==> config.mk <==
export PLATFORM = sky130hd
export DESIGN_NAME = apb_uart_tx_fifo
export DESIGN_NICKNAME = d
export VERILOG_FILES = /design/src/rtl/apb_uart_tx_fifo.sv
export SDC_FILE = /design/constraint.sdc
export NUM_CORES = 1
export LEC_CHECK = 0
export CAP_MARGIN = 30
export CORE_MARGIN = 3
export CORE_UTILIZATION = 43
export CTS_CLUSTER_SIZE = 16
export DETAILED_ROUTE_END_ITERATION = 6
export MAX_ROUTING_LAYER = met4
export PLACE_DENSITY_LB_ADDON = 0.1
export SLEW_MARGIN = 15
export SYNTH_ARGS = -nofsm -noshare
export SYNTH_HDL_FRONTEND = slang
export SYNTH_SLANG_ARGS = --single-unit
==> constraint.sdc <==
create_clock -name PCLK -period 3.7 [get_ports PCLK]
set_input_delay 0.74 -clock PCLK [delete_from_list [all_inputs] [get_ports PCLK]]
set_output_delay 0.74 -clock PCLK [all_outputs]
set_load 0.03 [all_outputs]
==> src/rtl/apb_uart_tx_fifo.sv <==
// APB-attached UART transmitter with a small transmit FIFO.
// Zero-wait-state APB slave: TXDATA (0x00) pushes a byte, STATUS (0x04)
// reports full/empty/busy/overflow, CTRL (0x08) selects stop bits and parity.
// Optional parity support is compiled in when UART_TX_PARITY_EN is defined;
// without it frames never carry a parity bit and CTRL bits 2:1 read 0.
module apb_uart_tx_fifo #(
    parameter int CLKS_PER_BIT = 16,
    parameter int DATA_BITS    = 8,
    parameter int FIFO_DEPTH   = 8
) (
    input  logic       PCLK,
    input  logic       PRESET,
    input  logic       PSEL,
    input  logic       PENABLE,
    input  logic       PWRITE,
    input  logic [7:0] PADDR,
    input  logic [7:0] PWDATA,
    output logic [7:0] PRDATA,
    output logic       PREADY,
    output logic       o_Tx_Serial,
    output logic       o_Tx_Done
);

    localparam int PTR_W  = $clog2(FIFO_DEPTH);
    localparam int BAUD_W = $clog2(CLKS_PER_BIT);
    localparam int BIT_W  = $clog2(DATA_BITS);
    localparam logic [BAUD_W-1:0] BAUD_LAST = BAUD_W'(CLKS_PER_BIT - 1);
    localparam logic [BIT_W-1:0]  BIT_LAST  = BIT_W'(DATA_BITS - 1);

    typedef enum logic [2:0] {
        IDLE,
        START,
        DATA,
`ifdef UART_TX_PARITY_EN
        PARITY,
`endif
        STOP
    } state_t;

    // APB decode; every access finishes in its first access cycle
    logic access;
    logic wr_txdata;
    logic wr_ctrl;
    logic rd_status;

    assign access    = PSEL & PENABLE;
    assign wr_txdata = access & PWRITE & (PADDR == 8'h00);
    assign wr_ctrl   = access & PWRITE & (PADDR == 8'h08);
    assign rd_status = access & ~PWRITE & (PADDR == 8'h04);
    assign PREADY    = access & ~PRESET;

    // FIFO storage and pointers (extra MSB distinguishes full from empty)
    logic [DATA_BITS-1:0] fifo_mem [FIFO_DEPTH];
    logic [PTR_W:0]       wr_ptr_reg;
    logic [PTR_W:0]       rd_ptr_reg;
    logic                 fifo_empty;
    logic                 fifo_full;
    logic [DATA_BITS-1:0] fifo_head;
    logic                 push;
    logic                 pop;

    assign fifo_empty = (wr_ptr_reg == rd_ptr_reg);
    assign fifo_full  = (wr_ptr_reg[PTR_W] != rd_ptr_reg[PTR_W]) &&
                        (wr_ptr_reg[PTR_W-1:0] == rd_ptr_reg[PTR_W-1:0]);
    assign fifo_head  = fifo_mem[rd_ptr_reg[PTR_W-1:0]];
    // A push into a full FIFO still fits when the transmitter pops on the same edge
    assign push       = wr_txdata & (~fifo_full | pop);

    // Register file and transmitter state
    logic                 overflow_reg;
    logic [2:0]           ctrl_reg;
    state_t               state_reg, state_next;
    logic [BAUD_W-1:0]    baud_reg, baud_next;
    logic [BIT_W-1:0]     bit_reg, bit_next;
    logic [DATA_BITS-1:0] shift_reg, shift_next;
    logic                 two_stop_reg, two_stop_next;
    logic                 tx_reg, tx_next;
    logic                 done;
    logic                 load;
    logic                 baud_end;
    logic                 busy;
`ifdef UART_TX_PARITY_EN
    logic                 par_en_reg, par_en_next;
    logic                 par_bit_reg, par_bit_next;
`endif

    assign busy        = (state_reg != IDLE);
    assign o_Tx_Serial = tx_reg;
    assign o_Tx_Done   = done;

    // FIFO data array write port (no reset so it can map onto RAM)
    always_ff @(posedge PCLK) begin
        if (push) begin
            fifo_mem[wr_ptr_reg[PTR_W-1:0]] <= PWDATA[DATA_BITS-1:0];
        end
    end

    // FIFO pointers, sticky overflow and CTRL register
    always_ff @(posedge PCLK or posedge PRESET) begin
        if (PRESET) begin
            wr_ptr_reg   <= '0;
            rd_ptr_reg   <= '0;
            overflow_reg <= 1'b0;
            ctrl_reg     <= 3'b000;
        end else begin
            if (push) begin
                wr_ptr_reg <= wr_ptr_reg + 1'b1;
            end
            if (pop) begin
                rd_ptr_reg <= rd_ptr_reg + 1'b1;
            end
            // A dropped push on the same edge as a STATUS read keeps overflow set
            if (wr_txdata & fifo_full & ~pop) begin
                overflow_reg <= 1'b1;
            end else if (rd_status) begin
                overflow_reg <= 1'b0;
            end
            if (wr_ctrl) begin
`ifdef UART_TX_PARITY_EN
                ctrl_reg <= PWDATA[2:0];
`else
                ctrl_reg <= {2'b00, PWDATA[0]};
`endif
            end
        end
    end

    // Read mux: combinational from PADDR during any read-select cycle
    always_comb begin
        PRDATA = 8'h00;
        if (PSEL & ~PWRITE & ~PRESET) begin
            case (PADDR)
                8'h04:   PRDATA = {4'b0000, overflow_reg, busy, fifo_empty, fifo_full};
                8'h08:   PRDATA = {5'b00000, ctrl_reg};
                default: PRDATA = 8'h00;
            endcase
        end
    end

    // Transmitter next-state, counters, shifter and serial line value
    always_comb begin
        state_next    = state_reg;
        baud_next     = baud_reg;
        bit_next      = bit_reg;
        shift_next    = shift_reg;
        two_stop_next = two_stop_reg;
        tx_next       = tx_reg;
        done          = 1'b0;
        load          = 1'b0;
        pop           = 1'b0;
`ifdef UART_TX_PARITY_EN
        par_en_next   = par_en_reg;
        par_bit_next  = par_bit_reg;
`endif
        baud_end      = (baud_reg == BAUD_LAST);

        case (state_reg)
            IDLE: begin
                tx_next = 1'b1;
                if (!fifo_empty) begin
                    load = 1'b1;
                end
            end
            START: begin
                if (baud_end) begin
                    baud_next  = '0;
                    bit_next   = '0;
                    state_next = DATA;
                    tx_next    = shift_reg[0];
                end else begin
                    baud_next = baud_reg + 1'b1;
                end
            end
            DATA: begin
                if (baud_end) begin
                    baud_next = '0;
                    if (bit_reg == BIT_LAST) begin
                        state_next = STOP;
                        tx_next    = 1'b1;
                        bit_next   = '0;
`ifdef UART_TX_PARITY_EN
                        if (par_en_reg) begin
                            state_next = PARITY;
                            tx_next    = par_bit_reg;
                        end
`endif
                    end else begin
                        bit_next   = bit_reg + 1'b1;
                        shift_next = shift_reg >> 1;
                        tx_next    = shift_reg[1];
                    end
                end else begin
                    baud_next = baud_reg + 1'b1;
                end
            end
`ifdef UART_TX_PARITY_EN
            PARITY: begin
                if (baud_end) begin
                    baud_next  = '0;
                    bit_next   = '0;
                    state_next = STOP;
                    tx_next    = 1'b1;
                end else begin
                    baud_next = baud_reg + 1'b1;
                end
            end
`endif
            STOP: begin
                if (baud_end) begin
                    baud_next = '0;
                    // bit_reg counts stop bits here: last is 0 (one stop) or 1 (two stops)
                    if (bit_reg == BIT_W'(two_stop_reg)) begin
                        done = 1'b1;
                        if (!fifo_empty) begin
                            load = 1'b1;
                        end else begin
                            state_next = IDLE;
                            tx_next    = 1'b1;
                            bit_next   = '0;
                        end
                    end else begin
                        bit_next = bit_reg + 1'b1;
                    end
                end else begin
                    baud_next = baud_reg + 1'b1;
                end
            end
            default: begin
                state_next = IDLE;
                tx_next    = 1'b1;
            end
        endcase

        // Frame launch: pop the head, snapshot CTRL so later writes wait for the next frame
        if (load) begin
            pop           = 1'b1;
            state_next    = START;
            baud_next     = '0;
            bit_next      = '0;
            tx_next       = 1'b0;
            shift_next    = fifo_head;
            two_stop_next = ctrl_reg[0];
`ifdef UART_TX_PARITY_EN
            par_en_next   = ctrl_reg[1];
            par_bit_next  = (^fifo_head) ^ ctrl_reg[2];
`endif
        end
    end

    // Transmitter state register; reset drives the line idle immediately
    always_ff @(posedge PCLK or posedge PRESET) begin
        if (PRESET) begin
            state_reg    <= IDLE;
            baud_reg     <= '0;
            bit_reg      <= '0;
            shift_reg    <= '0;
            two_stop_reg <= 1'b0;
            tx_reg       <= 1'b1;
`ifdef UART_TX_PARITY_EN
            par_en_reg   <= 1'b0;
            par_bit_reg  <= 1'b0;
`endif
        end else begin
            state_reg    <= state_next;
            baud_reg     <= baud_next;
            bit_reg      <= bit_next;
            shift_reg    <= shift_next;
            two_stop_reg <= two_stop_next;
            tx_reg       <= tx_next;
`ifdef UART_TX_PARITY_EN
            par_en_reg   <= par_en_next;
            par_bit_reg  <= par_bit_next;
`endif
        end
    end

endmodule

==> results by group, run 1 <==
Pwr
  – Clock share of power: between 20% and 30%
  – Sequential Power Share: between 40 and 50%
  – Power Density: 626 nW/um2
  – P_sw: 1.05 mW
  – Static Leakage: around 1.8 nW
  – Max VDD drop: 0.000290 V
  – Gate power share: roughly 35%
  – Design Power: slightly above 3 mW
  – P_int: 2.01 mW
  – Sw Share: 34.2%

Finish
  – Non-Filler Instances: 464
  – Most frequent cells in the layout: edfxtp_1 (64), dfrtp_1 (28), clkdlybuf4s50_1 (27), nand2_1 (18), nor2_1 (17)
  – Area growth syn-to-layout: 15.8%
  – Layout Nets: 361
  – Antenna cells: 0
  – Commonest non-fill, non-tap cell in the layout: edfxtp_1
  – Layout cells sized above 1: 14.6%
  – Max reg flops: 64

Flow run
  – Max cap viols: 0

STA
  – Max Transition Viols Final: 0
  – Fmax: 0.293 GHz
  – Crit path time final: ~3.4 ns
  – RSZ-0062 raised after global routing: no
  – Fin Clk Skew: 0.0138 ns
  – Setup TNS: 0 ns
  – Rel. slew slack: 48.1%
  – Slew @ Worst Pin: between 0.7 and 0.8 ns
  – Setup violations, final: 0
  – Hold Vio Cnt, Final: 0
  – Fin crit share: slightly above 90%
  – Final setup margin: 0.290 ns

Synthesis
  – Avg Inst Size Synth: between 10 and 15 um2
  – Cells after Synth: slightly below 300
  – Post-synth ARST share: 31.2%
  – Area of the mapped netlist: 4210 um2
  – Main synth FF type: edfxtp_1
  – Post-synth EDFFs: 64
  – Yosys Warn Count: 0
  – Netlist cell types: 43
  – #FFs+latches synth: 93
  – Post-synthesis sequential area ratio: between 60% and 70%

Setup path
  – CP Data Arrival Time: 2.67 ns
  – CP Class: input port to output pin
  – Top cell by count, worst path: clkdlybuf4s50_1
  – Worst Path Required: a little under 3 ns
  – Crit path max-delay family: buffers and inverters
  – CP peak stage delay: 0.67 ns
  – Crit start category: input port
  – Critical Path End Type: output pin
  – Worst Path Max Fanout: 4
  – Bufs and invs on worst path: 2
  – Slowest-stage cell, CP: clkdlybuf4s50_1
  – Worst-path cell chain: clkdlybuf4s50_1 > nor4_1 > and2_1 > nand4_1 > nor2_1 > clkdlybuf4s50_1

Floorplanning
  – Initial Util: 44.9%
  – Die Height: 105 um
  – # IOs: 32
  – Core ar.: approximately 9400 um2
  – Chip Width: ~100 um
  – Rows: 35
  – DIE AREA: 11,000 um2

Hold path
  – Hold crit path type: flop to flop

Drt
  – Initial DRC Count: 131
  – Final ANT Viol Nets: 0
  – WL per Instance: 16.6 um
  – Vias after detailed routing: 2,443
  – Drt first pass iters: 4
  – Via density: 5.27
  – Routed WL: roughly 7700 um
  – DRC Markers: 0

Global routing
  – Gr usage total: approximately 15%
  – Total global routing overflow: 0
  – Vias in the first global route: ~2,400
  – Initial antenna violation count: 0
  – First-pass GRT wire length: ~13,000 um
  – Largest net degree at the start of global routing: 30

Clock network
  – # clock sinks: 93
  – Post-CTS setup buffer count: 0
  – Worst-case clock buffer depth: 2
  – CTS Root Cell: clkbuf_8
  – CTS H-tree lvls: 3
  – Worst-Skew Late Latency: 0.36 ns
  – Inserted Clock Buffers: 9
  – Post-CTS Resized: 0
  – Hold_buf cts: 0
  – CTS tree: yes
  – Clock transition at the registers of the reported paths: 0.10 ns

Placement
  – Pre-CTS setup slack: 0.279 ns
  – Placed wire-length estimate: approximately 5200 um
  – Number of placed instances, taps included: 448
  – I/O Buffers: 27
  – Final GP Congestion: 0.777

Status
  – Outcome: complete, no violations
[power groups by stage]
| stage | combinational [mW] | sequential, mW | clock [mW] |
|---|---|---|---|
| final | 1.08 | 1.32 | 0.655 |
| after floorplan | 0.841 | 1.33 | 0 |
| after global routing | 1.21 | 1.33 | 0.728 |
| after detailed placement | 1.09 | 1.34 | 0 |
| after CTS | 1.10 | 1.32 | 0.681 |
| after global placement | 1.09 | 1.34 | 0 |
[metal layers]
layer / GRT usage [%] / wire [um]
met3: 4.20 / 282
met5: - / 0
met2: 25.8 / 3920
met4: 3.66 / 55
met1: 18.6 / 3430
[synth_stat cells, types with 5 or more instances]
master,count,area [um2]
nor2_1,18,67.6
a211oi_1,8,60.1
mux4_2,9,203
xnor2_1,6,52.6
xor2_1,7,61.3
mux4_1,7,184
clkbuf_1,6,22.5
nand3_1,7,35.0
nand2_1,18,67.6
edfxtp_1,64,1920
nor2b_1,13,81.3
mux2_2,5,56.3
dfrtp_1,28,701
mux2i_1,7,70.1
inv_1,7,26.3
ha_1,10,125
o21ai_0,8,40.0
nor3_1,5,25.0
a21oi_1,13,65.1
[kinds of logic after synthesis]
logic type               after synthesis  synth area share, %
AO/OA/AOI/OAI                         42                 6.60
XOR/XNOR                              13                 2.70
adder cells (fa/ha/maj)               10                 2.97
buffers and inverters                 24                 2.79
flip-flops                            93                 62.9
multiplexers                          28                 12.2
other                                  1               0.0891
AND/OR/NAND/NOR                       81                 9.75
[through the flow]
stage / util [%] / instance area, um2 / hold WS, ns
after floorplan: - / 4220 / 0.448
final: 52.0 / 4870 / 0.488
after global routing: 52.0 / 4870 / 0.578
after global placement: 49.9 / 4680 / 0.471
after detailed placement: 49.9 / 4680 / 0.478
after CTS: 52.0 / 4870 / 0.500
[worst paths after layout]
path                               from              to  slack [ns]  cells after the start
min in group asynchronous        PRESET     baud_reg[2]        0.80                      3
min                        overflow_reg    overflow_reg        0.49                      2
max                            PADDR[5]       PRDATA[1]        0.29                      6
max in group asynchronous        PRESET     o_Tx_Serial        2.57                      3
min reg2reg                overflow_reg    overflow_reg        0.49                      2
max reg2reg                state_reg[0]  fifo_mem[6][4]        1.08                      8
[layout make-up]
class / instances / area, um2
fillers: 827 / 4500
well taps: 129 / 161
flip-flops and latches: 93 / 2650
clock inverters: 7 / 75.1
multi-input cells: 178 / 1460
inverters: 7 / 26.3
clock buffers: 9 / 124
repair buffers: 41 / 375
[tightest hold or removal path, cell delays in order (launching register included)]
cell and delay, ns:
dfrtp_1 0.35, nand2_1 0.05, o21ai_0 0.06
Power figures use the tool's default switching activity.
==> inputs of run 2 (changes only) <==
- GPL_TIMING_DRIVEN: default -> 0
==> run 2 against run 1 <==
Net effect:
- die area is the same
- global-route usage grew 0.93 points
- clock power grew 24%
- sequential share of layout area shrank 1.4 points
- hold slack gained 0.0040 ns
- via count grew 1.7%
- wire length grew 8.8%
- register-to-register slack lost 0.10 ns
- sequential power is essentially flat
- core utilization grew 1.4 points
- clock skew shrank 0.0031 ns
- largest cell class unchanged
==> results by group, run 2 (synthesis gave the netlist of run 1 again) <==
STA
  – Setup violations, final: 0 (unchanged)
  – Crit path time final: 3.39 ns (-0.0176 ns)
  – Rel. slew slack: 41.5% (-6.6 points)
  – Fin Clk Skew: 0.0107 ns (-0.00310 ns)
  – Setup TNS: 0 ns (unchanged)
  – Max Transition Viols Final: 0 (unchanged)
  – Final setup margin: 0.308 ns (+0.0176 ns)
  – RSZ-0062 raised after global routing: no
  – Hold Vio Cnt, Final: 0 (unchanged)
  – Fmax: 0.295 GHz (+0.52%)
  – Slew @ Worst Pin: 0.878 ns (+0.102 ns)
  – Fin crit share: 91.7% (-0.47 points)

Clock network
  – CTS H-tree lvls: 3 (unchanged)
  – Inserted Clock Buffers: 9 (unchanged)
  – Worst-Skew Late Latency: 0.36 ns (about the same)
  – CTS Root Cell: clkbuf_8
  – # clock sinks: 93 (unchanged)
  – CTS tree: yes
  – Clock transition at the registers of the reported paths: 0.09 ns (about the same)
  – Worst-case clock buffer depth: 2 (unchanged)

Finish
  – Layout cells sized above 1: 15.9% (+1.3 points)
  – Commonest non-fill, non-tap cell in the layout: edfxtp_1
  – Antenna cells: 0 (unchanged)
  – Most frequent cells in the layout: edfxtp_1 (64), dfrtp_1 (28), clkdlybuf4s50_1 (27), nor2_1 (18), nand2_1 (18)
  – Max reg flops: 64 (unchanged)
  – Area growth syn-to-layout: 18.9%
  – Layout Nets: 371 (+2.8%)

Setup path
  – Critical Path End Type: output pin
  – R2R setup slack: 0.98 ns (-0.10 ns)
  – CP Class: input port to output pin
  – CP Data Arrival Time: 2.65 ns (-0.02 ns)
  – Worst Path Required: 2.96 ns (about the same)
  – Worst Path Max Fanout: 4 (unchanged)
  – Reg2Reg Capture Point: fifo_mem[0][3]
  – R2r worst-path depth: 7 (-1)
  – Reg-to-Reg Start: state_reg[1]
  – Crit start category: input port

Drt
  – Final ANT Viol Nets: 0 (unchanged)
  – Initial DRC Count: 140 (+6.9%)
  – DRC Markers: 0 (unchanged)
  – Routed WL: 8360 um (+8.8%)
  – WL per Instance: 17.6 um (+6.5%)
  – Via density: 5.24 (-0.47%)
  – Drt first pass iters: 4 (unchanged)
  – Vias after detailed routing: 2,484 (+1.7%)

Floorplanning
  – Rows: 35 (unchanged)
  – Chip Width: 105 um (unchanged)
  – Core ar.: 9370 um2 (unchanged)
  – # IOs: 32 (unchanged)
  – Initial Util: 44.9% (unchanged)
  – Die Height: 105 um (unchanged)
  – DIE AREA: 11,000 um2 (unchanged)

Placement
  – Pre-CTS setup slack: 0.279 ns (-0.0000190 ns)
  – I/O Buffers: 27 (unchanged)
  – Placed wire-length estimate: 5830 um (+13%)
  – Final GP Congestion: 0.826 (+6.3%)

Global routing
  – Initial antenna violation count: 0 (unchanged)
  – Vias in the first global route: 2,429 (+0.12%)
  – Largest net degree at the start of global routing: 19 (-37%)
  – Gr usage total: 16.3% (+0.93 points)
  – First-pass GRT wire length: 13,300 um (+4.8%)
  – Total global routing overflow: 0 (unchanged)

Hold path
  – Hold Crit Start: overflow_reg
  – Hold crit path type: flop to flop
  – Min-Delay Path Depth: 2 (unchanged)
  – Hold path endpoint: overflow_reg

Status
  – Outcome: complete, no violations

Pwr
  – Static Leakage: 1.84 nW (+3.4%)
  – Max VDD drop: 0.000229 V (-21%)
  – Power Density: 651 nW/um2 (+4.0%)
  – Design Power: 3.26 mW (+6.8%)

Flow run
  – Max cap viols: 0 (unchanged)
## run 2: cell types whose count changed in the layout (fill, tap and decap cells not counted), moves of 2 or more
cell       delta
buf_1         +2
clkbuf_1      +6
inv_8         -2
buf_6         +2
buf_4         -6
nor3_1        -3
buf_2         +5
nor3_2        +3
bufinv_16     +3
## run 2: final cells by class
class / count / area (um2)
Buffer: 17 / 92.6
Clock buffer: 10 / 128
Clock inverter: 6 / 118
Fill cell: 800 / 4370
Inverter: 7 / 26.3
Multi-Input combinational cell: 178 / 1490
Sequential cell: 93 / 2650
Tap cell: 129 / 161
Timing Repair Buffer: 34 / 344
## run 2: timing repair
item,4_1_cts,5_1_grt
hold buffers,0,0
setup endpoints to repair,0,1
resized for setup,0,2
buffers inserted,0,0
## run 2: how the worst max path moves through the flow
| stage | from | endpoint | slack (ns) | cells past startpoint |
|---|---|---|---|---|
| 6_report | PADDR[5] | PRDATA[1] | 0.31 | 6 |
| 2_1_floorplan | PADDR[5] | fifo_mem[2][0] | 0.87 | 4 |
| 4_1_cts | rd_ptr_reg[1] | PRDATA[0] | 0.07 | 6 |
| 3_3_place_gp | PADDR[5] | fifo_mem[2][4] | -0.50 | 5 |
| 5_1_grt | wr_ptr_reg[1] | PRDATA[0] | 0.03 | 6 |
| 3_5_place_dp | PADDR[5] | PRDATA[1] | 0.28 | 6 |
## run 2: worst max-delay path, cell delays in order
cell             delay [ns]
clkdlybuf4s50_1        0.40
nor4_1                 0.33
and2_1                 0.24
nand4_1                0.15
nor2_1                 0.12
clkdlybuf4s50_1        0.67
## run 2: stage by stage
stage	hold WS (ns)	cells	cell area [um2]	utilization (%)
floorplan	0.448	295	4220	-
global placement	0.472	451	4650	49.7
detailed placement	0.474	457	4750	50.7
CTS	0.496	473	5000	53.3
global route	0.554	474	5010	53.4
finish	0.492	474	5010	53.4
## run 2: routing by layer
layer  global-route usage, %  vias to the layer above  routed length (um)
li1                        -                     1202                   -
met2                    25.9                       43                4050
met4                    5.44                        0                 210
met5                       -                        -                   0
met1                    21.1                     1225                3830
met3                    3.27                       14                 269
## run 2: where the power goes
group	internal [mW]	switching (mW)
logic	0.513	0.615
clock network	0.456	0.357
registers	1.23	0.0854
total	2.20	1.06
==> inputs of run 3 (changes only) <==
- CTS_BUF_LIST: default -> sky130_fd_sc_hd__clkbuf_16
==> run 3 against run 2 <==
Net effect:
- cell area grew 2.0%
- sequential share of layout area down 1.0 points
- register-to-register slack about the same
- final cell count is the same
- wire length increased by 1.0%
- die area is the same
- hold slack lost 0.0064 ns
- maximum frequency is essentially flat
- critical path type unchanged
==> results by group, run 3 (synthesis gave the netlist of run 1 again) <==
Clock network
  – CTS Root Cell: clkbuf_16
  – Inserted Clock Buffers: 9 (unchanged)
  – # clock sinks: 93 (unchanged)
  – Worst-case clock buffer depth: 2 (unchanged)
  – CTS tree: yes
  – CTS H-tree lvls: 3 (unchanged)
  – Clock transition at the registers of the reported paths: 0.07 ns (-0.02 ns)
  – Worst-Skew Late Latency: 0.33 ns (-0.03 ns)

Setup path
  – R2r worst-path depth: 6 (-1)
  – Bufs and invs on worst path: 2 (unchanged)
  – Crit path max-delay family: buffers and inverters
  – CP peak stage delay: 0.67 ns (about the same)
  – Slowest-stage cell, CP: clkdlybuf4s50_1
  – Worst-path cell chain: clkdlybuf4s50_1 > nor4_1 > and2_1 > nand4_1 > nor2_1 > clkdlybuf4s50_1
  – CP Class: input port to output pin
  – CP Data Arrival Time: 2.65 ns (about the same)
  – Crit start category: input port
  – Worst Path Required: 2.96 ns (about the same)
  – Stages on worst setup path: 6 (unchanged)
  – Worst Path Max Fanout: 4 (unchanged)
  – Critical Path End Type: output pin
  – Top cell by count, worst path: clkdlybuf4s50_1

Finish
  – Commonest non-fill, non-tap cell in the layout: edfxtp_1
  – Layout cells sized above 1: 15.9% (unchanged)
  – FF/Latch Area: 2650 um2 (unchanged)
  – Antenna cells: 0 (unchanged)
  – FILL cells: 784 (-2.0%)
  – Most frequent cells in the layout: edfxtp_1 (64), dfrtp_1 (28), clkdlybuf4s50_1 (27), nor2_1 (18), nand2_1 (18)
  – Area growth syn-to-layout: 21.3%
  – Post-layout instance area: 5110 um2 (+2.0%)
  – Layout Nets: 371 (unchanged)
  – Multi-input gate area in the final layout: 1490 um2 (unchanged)
  – Max reg flops: 64 (unchanged)

Floorplanning
  – Die Height: 105 um (unchanged)
  – Core ar.: 9370 um2 (unchanged)
  – Rows: 35 (unchanged)
  – Chip Width: 105 um (unchanged)
  – DIE AREA: 11,000 um2 (unchanged)
  – Initial Util: 44.9% (unchanged)
  – # IOs: 32 (unchanged)

Global routing
  – Initial antenna violation count: 0 (unchanged)
  – Largest net degree at the start of global routing: 19 (unchanged)
  – Vias in the first global route: 2,446 (+0.70%)
  – First-pass GRT wire length: 13,300 um (+0.68%)
  – Gr usage total: 16.4% (+0.14 points)
  – Total global routing overflow: 0 (unchanged)

Drt
  – Drt first pass iters: 4 (unchanged)
  – DRC Markers: 0 (unchanged)
  – WL per Instance: 17.8 um (+1.0%)
  – Initial DRC Count: 130 (-7.1%)
  – Routed WL: 8450 um (+1.0%)
  – Vias after detailed routing: 2,507 (+0.93%)
  – Final ANT Viol Nets: 0 (unchanged)
  – Via density: 5.29 (+0.93%)

Hold path
  – Hold crit path type: flop to flop
  – Min-Delay Path Depth: 2 (unchanged)

Flow run
  – Max cap viols: 0 (unchanged)

STA
  – Slew @ Worst Pin: 0.867 ns (-0.0109 ns)
  – Setup violations, final: 0 (unchanged)
  – Fin Clk Skew: 0.00689 ns (-0.00385 ns)
  – Crit path time final: 3.39 ns (+0.000738 ns)
  – RSZ-0062 raised after global routing: no
  – Setup TNS: 0 ns (unchanged)
  – Fmax: 0.295 GHz (about the same)
  – Rel. slew slack: 41.9% (+0.41 points)
  – Hold Vio Cnt, Final: 0 (unchanged)
  – Fin Hold WS: 0.486 ns (-0.00642 ns)
  – Max Transition Viols Final: 0 (unchanged)
  – Fin crit share: 91.7% (about the same)

Placement
  – I/O Buffers: 27 (unchanged)
  – Placed wire-length estimate: 5830 um (unchanged)
  – Post-DP Area: 4750 um2 (unchanged)
  – Final GP Congestion: 0.826 (unchanged)

Status
  – Outcome: complete, no violations

Pwr
  – Design Power: 3.50 mW (+7.4%)
  – Power Density: 685 nW/um2 (+5.2%)
  – Max VDD drop: 0.000274 V (+20%)
  – Static Leakage: 1.89 nW (+2.7%)
-- run 3: changes by cell type in the layout (fill, tap and decap cells not counted), sizes merged --
cell,previous run,this run
clkbuf,16,15
inv,9,10
-- run 3: final cells by class --
type,count,share of cell area (%)
clock inverters,7,2.38
multi-input cells,178,29.1
clock buffers,9,4.41
inverters,7,0.514
flip-flops and latches,93,51.9
repair buffers,34,6.74
well taps,129,3.16
plain buffers,17,1.81
-- run 3: per-layer routing --
layer  track usage (%)  up-vias  wire (um)
li1                  -     1201          -
met1              21.1     1246       3800
met2              26.4       47       4190
met3              3.27       13        278
met4              5.25        0        175
met5                 -        -          0
-- run 3: path summary, 6_finish.rpt --
| check | from | to | slack [ns] |
|---|---|---|---|
| max | PADDR[5] | PRDATA[1] | 0.31 |
| max in group asynchronous | PRESET | o_Tx_Serial | 2.30 |
| min reg2reg | overflow_reg | overflow_reg | 0.49 |
| max reg2reg | state_reg[1] | fifo_mem[3][3] | 0.98 |
| min in group asynchronous | PRESET | rd_ptr_reg[3] | 0.82 |
| min | overflow_reg | overflow_reg | 0.49 |
-- run 3: report_power, final --
part           internal (mW)  switching (mW)
Sequential              1.23          0.0863
Combinational          0.513           0.616
Clock                  0.665           0.385
-- run 3: worst min-delay path, stage by stage (launching register included) --
cell	delay, ns
dfrtp_1	0.34
nand2_1	0.05
o21ai_0	0.06
-- run 3: repair_timing --
action,4_1_cts,5_1_grt
resized for setup,0,2
setup endpoints to repair,0,1
hold buffers,0,0
setup buffers,0,0
-- run 3: metrics by stage --
stage          setup WS [ns]  utilization (%)  instances
6_report               0.307             54.5        474
5_1_grt               0.0715             54.5        474
4_1_cts               0.0971             54.4        473
3_5_place_dp           0.279             50.7        457
3_3_place_gp          -0.501             49.7        451
2_1_floorplan          0.867                -        295
